$ cat src/rtl/fruit_engine.sv
// fruit_engine: falling-fruit catch game core with LFSR spawn column, paddle catch test and miss tracking.
module fruit_engine #(
  parameter int FRUIT_SIZE = 16,
  parameter int FALL_STEP = 2,
  parameter int PADDLE_TOP = 450,
  parameter int MAX_MISSES = 5,
  parameter logic [7:0] LFSR_SEED = 8'hA5
) (
  input  logic        clk_i,
  input  logic        rst_i,
  input  logic        frame_tick_i,
  input  logic        start_i,
  input  logic [10:0] paddle_x_i,
  input  logic [10:0] current_x_i,
  input  logic [10:0] current_y_i,
  output logic        fruit_on_o,
  output logic [10:0] fruit_x_o,
  output logic [10:0] fruit_y_o,
  output logic [7:0]  score_o,
  output logic [3:0]  misses_o,
  output logic        game_over_o,
  output logic        catch_pulse_o
);
  typedef enum logic [1:0] {IDLE, SPAWN, FALL, OVER} state_t;
  localparam logic [11:0] FS = 12'(FRUIT_SIZE);
  localparam logic [11:0] HALF = 12'(FRUIT_SIZE / 2);
  localparam logic [11:0] MAX_X = 12'(640 - FRUIT_SIZE);
  localparam logic [11:0] PT = 12'(PADDLE_TOP);
  localparam logic [11:0] PT_END = 12'(PADDLE_TOP + 25);
  state_t      state_q;
  logic [7:0]  lfsr_q, lfsr_d, score_q;
  logic [10:0] fx_q, fy_q;
  logic [3:0]  misses_q, misses_d;
  logic        catch_pulse_q;
  logic [11:0] spawn_x, fx_end, fy_end, dx, adx;
  logic        tick_fall, y_hit, catch_hit, miss_hit;
  always_comb begin
    lfsr_d = {lfsr_q[6:0], lfsr_q[7] ^ lfsr_q[5] ^ lfsr_q[4] ^ lfsr_q[3]};
    spawn_x = {3'b000, lfsr_q, 1'b0} + 12'd32;
    spawn_x = (spawn_x > MAX_X) ? MAX_X : spawn_x;
    fx_end = {1'b0, fx_q} + FS;
    fy_end = {1'b0, fy_q} + FS;
    // Two's-complement distance between fruit centre and paddle centre
    dx = {1'b0, fx_q} + HALF - {1'b0, paddle_x_i};
    adx = dx[11] ? ~dx + 12'd1 : dx;
    tick_fall = (state_q == FALL) && frame_tick_i;
    y_hit = (fy_end >= PT) && ({1'b0, fy_q} < PT_END);
    catch_hit = tick_fall && y_hit && (adx < 12'd50);
    miss_hit = tick_fall && !catch_hit && (fy_q >= 11'd480);
    misses_d = misses_q + 4'd1;
    fruit_on_o = (state_q == FALL) &&
                 ({1'b0, current_x_i} >= {1'b0, fx_q}) && ({1'b0, current_x_i} < fx_end) &&
                 ({1'b0, current_y_i} >= {1'b0, fy_q}) && ({1'b0, current_y_i} < fy_end);
  end
  always_ff @(posedge clk_i) begin
    if (rst_i) begin
      state_q <= IDLE;
      lfsr_q <= LFSR_SEED;
      fx_q <= '0;
      fy_q <= '0;
      score_q <= '0;
      misses_q <= '0;
      catch_pulse_q <= 1'b0;
    end else begin
      lfsr_q <= lfsr_d;
      catch_pulse_q <= catch_hit;
      case (state_q)
        IDLE, OVER: if (start_i) begin
          state_q <= SPAWN;
          score_q <= '0;
          misses_q <= '0;
        end
        SPAWN: begin
          fx_q <= spawn_x[10:0];
          fy_q <= '0;
          state_q <= FALL;
        end
        FALL: if (catch_hit) begin
          score_q <= (score_q == 8'hFF) ? score_q : score_q + 8'd1;
          state_q <= SPAWN;
        end else if (miss_hit) begin
          misses_q <= misses_d;
          state_q <= (misses_d == 4'(MAX_MISSES)) ? OVER : SPAWN;
        end else if (frame_tick_i) begin
          fy_q <= fy_q + 11'(FALL_STEP);
        end
      endcase
    end
  end
  assign fruit_x_o = fx_q;
  assign fruit_y_o = fy_q;
  assign score_o = score_q;
  assign misses_o = misses_q;
  assign game_over_o = (state_q == OVER);
  assign catch_pulse_o = catch_pulse_q;
endmodule
$ cat config.mk
export PLATFORM = sky130hd
export DESIGN_NAME = fruit_engine
export DESIGN_NICKNAME = d
export VERILOG_FILES = /design/src/rtl/fruit_engine.sv
export SDC_FILE = /design/constraint.sdc
export NUM_CORES = 1
export LEC_CHECK = 0
export ABC_AREA = 1
export ABC_CLOCK_PERIOD_IN_PS = 3600
export CAP_MARGIN = 20
export CORE_MARGIN = 5
export CORE_UTILIZATION = 40
export DETAILED_ROUTE_END_ITERATION = 8
export HOLD_SLACK_MARGIN = 0.05
export PLACE_DENSITY = 0.64
export SLEW_MARGIN = 10
export SYNTH_ARGS = -nofsm -noshare
export SYNTH_HDL_FRONTEND = slang
export SYNTH_SLANG_ARGS = --single-unit
$ cat constraint.sdc
create_clock -name clk_i -period 3.6 [get_ports clk_i]
set_clock_uncertainty 0.2 [all_clocks]
set_input_delay 0.9 -clock clk_i [delete_from_list [all_inputs] [get_ports clk_i]]
set_output_delay 0.9 -clock clk_i [all_outputs]
set_load 0.005 [all_outputs]
### Word level (Yosys, flattened, before mapping)

Index checks and enable logic that the tools add are counted.

* input port bits: 37
* output and inout bits: 37
* flip-flop bits (word level): 45

* bitwise operators: 4
* magnitude comparators: 9
* reductions and logical operators: 19
* add/subtract/negate cells: 9
* equality and inequality tests: 13
* mux-type cells: 19

Operator list (number)
* $mux W11: 3
* $add A11 B5 Y12 const B: 2
* $lt A11 B12 Y1: 2
* $mux W8: 3
* $ge A11 B11 Y1: 2
* $pmux W11 S2: 1
* $pmux W8 S2: 1
* $ne A2 B2 Y1 const B: 7
* $add A11 B4 Y12 const B: 1
* $add A12 B1 Y12 const B: 1
* $ge A12 B9 Y1 const B: 1
* $lt A12 B6 Y1 const B: 1
* $mux W12: 1
* $mux W4: 3
* $not A12 Y12: 1
* $reduce_and A4 Y1: 3
* $sub A12 B11 Y12: 1
* $add A11 B2 Y11 const B: 1
* $ge A11 B9 Y1 const B: 1
* $lt A11 B9 Y1 const B: 1
* $add A9 B6 Y10 const B: 1
* $gt A10 B10 Y1 const B: 1
* $logic_and A1 B1 Y1: 10
* $mux W10: 1
* 16 further kinds: 23

### Logic depth before layout (Yosys ltp)

Gate-level depths: netlist (run 1).

* depth after elaboration: 13
* depth in mapped cells: 24
* gate-level depth less buffers: 24

### Worst setup path after synthesis (run 1)

Ideal clock, no wire load.

* path type: input to register
* start: in paddle_x_i[1]
* end: reg score_q[1], in the netlist score_o[1]
* data required time: 3287 ps
* stages on the path: 20
* setup time: 113 ps
* path slack: 12 ps
* path buffers: 0
* arrival time: 3276 ps
* cells stage by stage: inv_1 ha_1 ha_1 fa_1 inv_1 or2_2 a21boi_0 nand2_1 o21ai_0 nand2_1 nand3_1 nor2_2 nor2_4 nand2_4 nand2_4 nand2_8 clkinv_8 nand2_1 nand2_1 nor2_1

* cells in the longest elaborated chain, start to end: 8

Ends and longest elaborated chain
* start, declared: line 13 `input logic [10:0] paddle_x_i,`
* $sub A12 B11 Y12 (*): line 44 `dx = {1'b0, fx_q} + HALF - {1'b0, paddle_x_i};`
* $not A12 Y12: line 45 `adx = dx[11] ? ~dx + 12'd1 : dx;`
* $add A12 B1 Y12: line 45
* $mux W12 (*): line 45
* $lt A12 B6 Y1 (*): line 48 `catch_hit = tick_fall && y_hit && (adx < 12'd50);`
* $logic_and A1 B1 Y1 (*): line 48
* $ne A2 B2 Y1 (no source line) (*)
* $reduce_and A4 Y1 (no source line) (*)
* end signal, assigned: line 79 `score_q <= (score_q == 8'hFF) ? score_q : score_q + 8'd1;`
* end, declared: line 31 `logic [7:0] lfsr_q, lfsr_d, score_q;`

Mark *: on every way between the ends. The rest lies on a longest branch, timed or not.
A chain may end at the register's enable or synchronous reset.

### Final worst setup path (run 1)

* start: in current_x_i[3]
* end: out fruit_on_o

* cells in the longest elaborated chain, start to end: 5
* elaborated cells between the ends (all ways): 6
* those cells by class: order compare: 2; reduce/logical: 4

Ends and longest elaborated chain
* start, declared: line 14 `input logic [10:0] current_x_i,`
* $ge A11 B11 Y1: line 52 `({1'b0, current_x_i} >= {1'b0, fx_q}) && ({1'b0, current_x_i} < fx_end) &&`
* $logic_and A1 B1 Y1: line 51 `fruit_on_o = (state_q == FALL) &&`
* $logic_and A1 B1 Y1 (*) (2 in series): line 52
* $logic_and A1 B1 Y1 (*): line 53 `({1'b0, current_y_i} >= {1'b0, fy_q}) && ({1'b0, current_y_i} < fy_end);`
* end, declared: line 16 `output logic fruit_on_o,`

Marked as above.

==> flow_metrics.tcl, run 1 <==
set metrics [dict create \
    async_flop_share 0 \
    slew_headroom 0.659 \
    cts_root_buf "clkbuf_8" \
    track_usage 0.182 \
    synth_ff_type "dfxtp_1" \
    drt-pass1-iter-count 4 \
    drtIter0Drc 168 \
    drv_slew 0 \
    clk_pin_slew_ns 0.08 \
    syn_to_final_growth_pct 48.1 \
    critPathRequiredTime_ns 2.50 \
    cap_viol_max_count 0 \
    yosys_warnings 0 \
    drt-wirelength-per-cell_um 13.2 \
    status "complete, no violations" \
    yosysUniqueCellTypes 45 \
    critPathKind "in2out" \
    timing.rr.start "fruit_x_o[1]$_SDFFE_PP0N_" \
    start_util 0.410 \
    antenna_left 0 \
    cts_tree "yes" \
    yosysSeqAreaShare 0.200 \
    die_h_um 113 \
    htree_levels 2 \
    place.gp.congestion 0.846 \
    syn_area_mm2 0.00421 \
    yosysMostFrequentCell "nand2_1" \
    io_pins 74 \
    power_density_mw_per_mm2 372 \
    clock_latency_ns 0.30 \
    synthCells 625 \
    tightest_slew_ns 0.509 \
    chipWidth_um 113 \
    instances_no_fill 903 \
    cts.sinks 42 \
    num_rows 37 \
    total_power_mw 2.32 \
    min_period_over_period 0.985 \
    dp_cells 880 \
    cts_buffer_depth 2 \
    antenna_found_initial 1 \
    yosys-top-cells-area "dfxtp_1 20%, ha_1 19%, nand2_1 12%" \
    synth_top_cell_by_area "dfxtp_1" \
    coreArea_mm2 0.0103 \
    syn_avg_cell_area_um2 6.74 \
    hp-class "reg2reg" \
    arrival_ns 2.45 \
    hold_violations 0 \
    cp_max_fo 2 \
    yosys.area.top_type_share 0.200 \
    grt_pass1_wl_um 19500 \
    portBuffers 69 \
    cts_buffers 5 \
    synth-seq-cells 42 \
    nNetsFinal 868 \
    drive_gt1_frac 0.282 \
    cp-end-kind "output pin" \
    cellLeakagePower_nw 2.81 \
    maxClockFrequency_mhz 282 \
    finalCriticalPeriod_ns 3.55 \
    grt_setup_unrepaired "true" \
    grt_pass1_vias 4387 \
    grt_remaining_overflow 0 \
    ir_drop_mv 0.201 \
    setup_viol 0 \
    holdBufCountCts 0 \
    grt_max_degree 24 \
    die-area_mm2 0.0127 \
    crit_path_start_kind "primary input" \
    fill_cells 941 \
    synthTopCellsByCount "139 x nand2_1, 89 x inv_1, 65 x ha_1" \
    worstSetupStartpoint "current_x_i[3]" \
    vias 4412 \
    synth-edff-count 0 \
    min_from "lfsr_q[0]$_SDFF_PP1_" \
    routed_wl_um 12000 \
    route.detailed.drc 0 \
    vias_per_cell 4.89 \
    post-dp-hpwl_um 9000 \
]
registers in the layout, indices dropped and copies added, names as in the netlist:
register / count
fruit_y_o: 10
lfsr_q: 8
score_o: 8
catch_pulse_o: 1
state_q: 2
fruit_x_o: 9
misses_o: 4
worst paths after layout:
check                                                to  slack [ns]  cells past startpoint
worst max-delay path                         fruit_on_o        0.05                     10
worst min-delay path               lfsr_q[1]$_SDFF_PP0_        0.23                      2
worst max register to register  score_o[1]$_SDFFE_PP0P_        0.37                     19
worst min register to register     lfsr_q[1]$_SDFF_PP0_        0.23                      2
report_power, final:
part	switching, mW	leakage, nW	total (mW)	internal (mW)
Clock	0.168	0.0714	0.464	0.296
Sequential	0.0372	0.344	0.541	0.504
Combinational	0.704	2.39	1.31	0.608
Total	0.910	2.81	2.32	1.41
area by class of cell:
class / instances / area, µm² / area share
clock inverter: 2 / 60.1 / 0.00963
clock buffer: 6 / 82.6 / 0.0132
tap: 136 / 170 / 0.0273
sequential: 42 / 842 / 0.135
antenna: 1 / 2.50 / 0.000401
inverter: 98 / 385 / 0.0618
multi-input combinational: 474 / 3440 / 0.551
timing repair buffer: 144 / 1260 / 0.202
kinds of logic (layout without fill, tap and decap cells):
group,count (synthesis),in the layout,synth area share
AOI/OAI and AO/OA,84,84,0.116
and+or+nand+nor,295,296,0.327
adders and majority gates,66,66,0.198
xor gates and xnor gates,25,25,0.0520
DFF,42,42,0.200
buffers and inverters,112,250,0.107
other,1,4,0.000890
metrics by stage:
stage	area (µm²)	utilization	TNS, ns	setup WS, ns	hold slack [ns]
6_report	6240	0.607	0	0.0545	0.228
5_1_grt	6240	0.607	-0.0671	-0.0671	0.258
4_1_cts	5980	0.582	0	0.000376	0.232
3_5_place_dp	5480	0.533	-14.04	-0.861	0.219
3_3_place_gp	5480	0.533	-13.31	-0.802	0.217
2_1_floorplan	4220	-	0	0.0117	0.203
critical path, stage by stage:
cell,delay [ns]
buf_6,0.10
ha_4,0.21
a21oi_1,0.15
o21a_1,0.18
buf_4,0.12
nor3_1,0.05
a2111oi_2,0.29
nand4_1,0.17
nor2_1,0.14
buf_2,0.13
placed cells by master, fill, tap and decap left out, types with 5 or more instances in the layout:
cell type,count
a21oi_1,37
a21oi_2,12
buf_4,70
buf_6,7
clkbuf_8,6
clkdlybuf4s50_1,38
dfxtp_1,41
dlygate4sd2_1,16
dlymetal6s2s_1,7
ha_1,38
ha_4,26
inv_1,78
inv_2,15
nand2_1,119
nand2_2,31
nand3_1,44
nand3_2,11
nand4_1,7
nor2_1,49
nor2_4,5
nor3_1,11
o21ai_0,15
xnor2_1,9
xor2_1,15
routing by layer:
layer	share of wire	track usage	up-vias
met5	0	0	-
met4	0.020	0.0553	0
met3	0.034	0.0199	20
met2	0.51	0.335	81
met1	0.44	0.219	2017
li1	-	-	2294
repair_timing:
item,CTS,global route
setup endpoints to repair,22,21
gates cloned,1,0
pin swaps,56,47
gates resized for setup,87,63
hold endpoints to repair,0,0
buffers inserted,8,5
Note: power is estimated with default switching activity, not from simulation.
==> run 2: changes to the inputs <==
CORE_UTILIZATION = 30   (was 40)
PLACE_DENSITY = 0.5   (was 0.64)
==> run 2 against run 1 <==
  * Worst hold slack improved by 0.00055 ns
  * Fmax rose by 0.60%
  * Final area rose by 3.4%
  * Clock-buffer cell count fell by 1
  * Flip-flop and latch count did not move
  * Critical path depth rose by 2
  * Cell count rose by 6.1%
  * Setup slack improved by 0.021 ns
  * Register-to-register slack got worse by 0.05 ns
  * Critical endpoint unchanged
  * Largest cell class unchanged
  * Largest power group unchanged
==> flow_metrics.tcl, run 2 (same netlist as run 1, synthesis figures left out) <==
set metrics [dict create \
    cts_buffer_depth 2 \
    track_usage 0.149 \
    clk_pin_slew_ns 0.06 \
    min_period_over_period 0.979 \
    holdBufCountCts 0 \
    status "complete, no violations" \
    clock_latency_ns 0.28 \
    chipWidth_um 128 \
    met2_usage 0.268 \
    cp-end-kind "output pin" \
    pwr-share-seq 0.222 \
    antenna_left 0 \
    coreArea_mm2 0.0138 \
    pwr-share-clk 0.209 \
    post-dp-hpwl_um 9570 \
    drt-wirelength-per-cell_um 12.9 \
    cts.sinks 42 \
    cts_root_buf "clkbuf_16" \
    met3_usage 0.0158 \
    syn_to_final_growth_pct 53.1 \
    ir_drop_mv 0.242 \
    place.gp.congestion 0.869 \
    grt_pass1_wl_um 20500 \
    hp-class "reg2reg" \
    total_power_mw 2.43 \
    grt_pass1_vias 4386 \
    place_area_mm2 0.00561 \
    p_sw_frac 0.393 \
    cp_max_fo 2 \
    num_rows 43 \
    critPathKind "in2out" \
    drive_gt1_frac 0.293 \
    slew_headroom 0.656 \
    nNetsFinal 880 \
    die_h_um 128 \
    tns_ns 0 \
    hold_slack_ns 0.229 \
    worstSetupStartpoint "current_x_i[2]" \
    antenna_found_initial 0 \
    grt_remaining_overflow 0 \
    cap_viol_max_count 0 \
    cts_tree "yes" \
    drv_slew 0 \
    min_from "lfsr_q[0]$_SDFF_PP1_" \
    setup_viol 0 \
    net-switching-power_mw 0.958 \
    final_common_cell "nand2_1" \
    htree_levels 2 \
    io_pins 74 \
    vias 4435 \
    cts_buffers 5 \
    largest_reg_flops 10 \
    cellLeakagePower_nw 2.85 \
    final_area_mm2 0.00645 \
    fill_cells 1379 \
    drt-pass1-iter-count 4 \
    critPathRequiredTime_ns 2.50 \
    vias_per_cell 4.63 \
    grt_setup_unrepaired "true" \
    routed_wl_um 12400 \
    portBuffers 69 \
    intPower_mw 1.48 \
    arrival_ns 2.42 \
    grtUsageMet1 0.192 \
    route.detailed.drc 0 \
    utilization 0.466 \
    finalCriticalPeriod_ns 3.52 \
    tightest_slew_ns 0.513 \
    power_density_mw_per_mm2 378 \
    timing.rr.start "fruit_x_o[1]$_SDFFE_PP0N_" \
    final_cell_mix "124 x nand2_1, 83 x buf_4, 77 x inv_1" \
    hold_violations 0 \
    crit_path_start_kind "primary input" \
    maxClockFrequency_mhz 284 \
    drtIter0Drc 183 \
    start_util 0.305 \
    grt_max_degree 18 \
    comb_power_share 0.570 \
    busiest_layer "met2" \
    n_antenna_cell 0 \
    die-area_mm2 0.0165 \
]
run 2: cell types whose count changed in the layout (fill, tap and decap cells not counted), moves of 3 or more:
cell            previous run  this run
nand2_1                  119       124
nand2_2                   31        25
dlymetal6s2s_1             7         3
nand3_4                    2         5
nand3_1                   44        41
nor2_1                    49        46
clkbuf_8                   6         0
buf_4                     70        83
clkbuf_16                  0         5
run 2: area by class of cell:
cell class                      count  area (µm²)  share of cell area
Clock buffer                        5         125              0.0194
Tap cell                          180         225              0.0349
Clock inverter                      3        40.0             0.00621
Multi-Input combinational cell    474        3480               0.539
Sequential cell                    42         843               0.131
Inverter                           98         390              0.0605
Timing Repair Buffer              156        1350               0.209
run 2: routing by layer:
metal	routed length, µm	share of wire	vias to the layer above
li1	-	-	2317
met3	443	0.036	14
met4	155	0.013	0
met5	0	0	-
met1	5560	0.45	2039
met2	6220	0.50	65
run 2: worst paths after layout:
kind | to | slack [ns] | depth (start not counted)
worst max-delay path | fruit_on_o | 0.08 | 12
worst min-delay path | lfsr_q[1]$_SDFF_PP0_ | 0.23 | 2
worst max register to register | score_o[1]$_SDFFE_PP0P_ | 0.32 | 19
worst min register to register | lfsr_q[1]$_SDFF_PP0_ | 0.23 | 2
run 2: power by group through the flow:
stage / registers (mW) / logic, mW / clock network [mW]
after global routing: 0.547 / 1.54 / 0.540
after global placement: 0.546 / 1.08 / 0
after floorplan: 0.553 / 0.672 / 0
final: 0.539 / 1.39 / 0.508
after detailed placement: 0.547 / 1.10 / 0
after CTS: 0.539 / 1.27 / 0.524
run 2: what timing repair did:
action                                  in CTS  in global routing
gates cloned                                 1                  0
endpoints found under the setup margin      22                 22
buffers inserted                            10                  5
resized for setup                          100                 57
pin swaps                                   61                 52
run 2: per-stage QoR:
stage	worst slack [ns]	instances
6_report	0.0756	958
3_5_place_dp	-0.883	934
3_3_place_gp	-0.858	934
4_1_cts	-0.00306	953
5_1_grt	-0.0362	958
2_1_floorplan	0.0117	627
run 2: critical path: stages:
cell     delay, ns
buf_8         0.10
ha_4          0.25
nand2_2       0.05
o21a_1        0.18
o21ai_1       0.08
a21oi_1       0.08
o21ai_1       0.17
a31oi_1       0.11
o21ai_1       0.14
nand4_1       0.11
nor2_2        0.13
buf_2         0.13
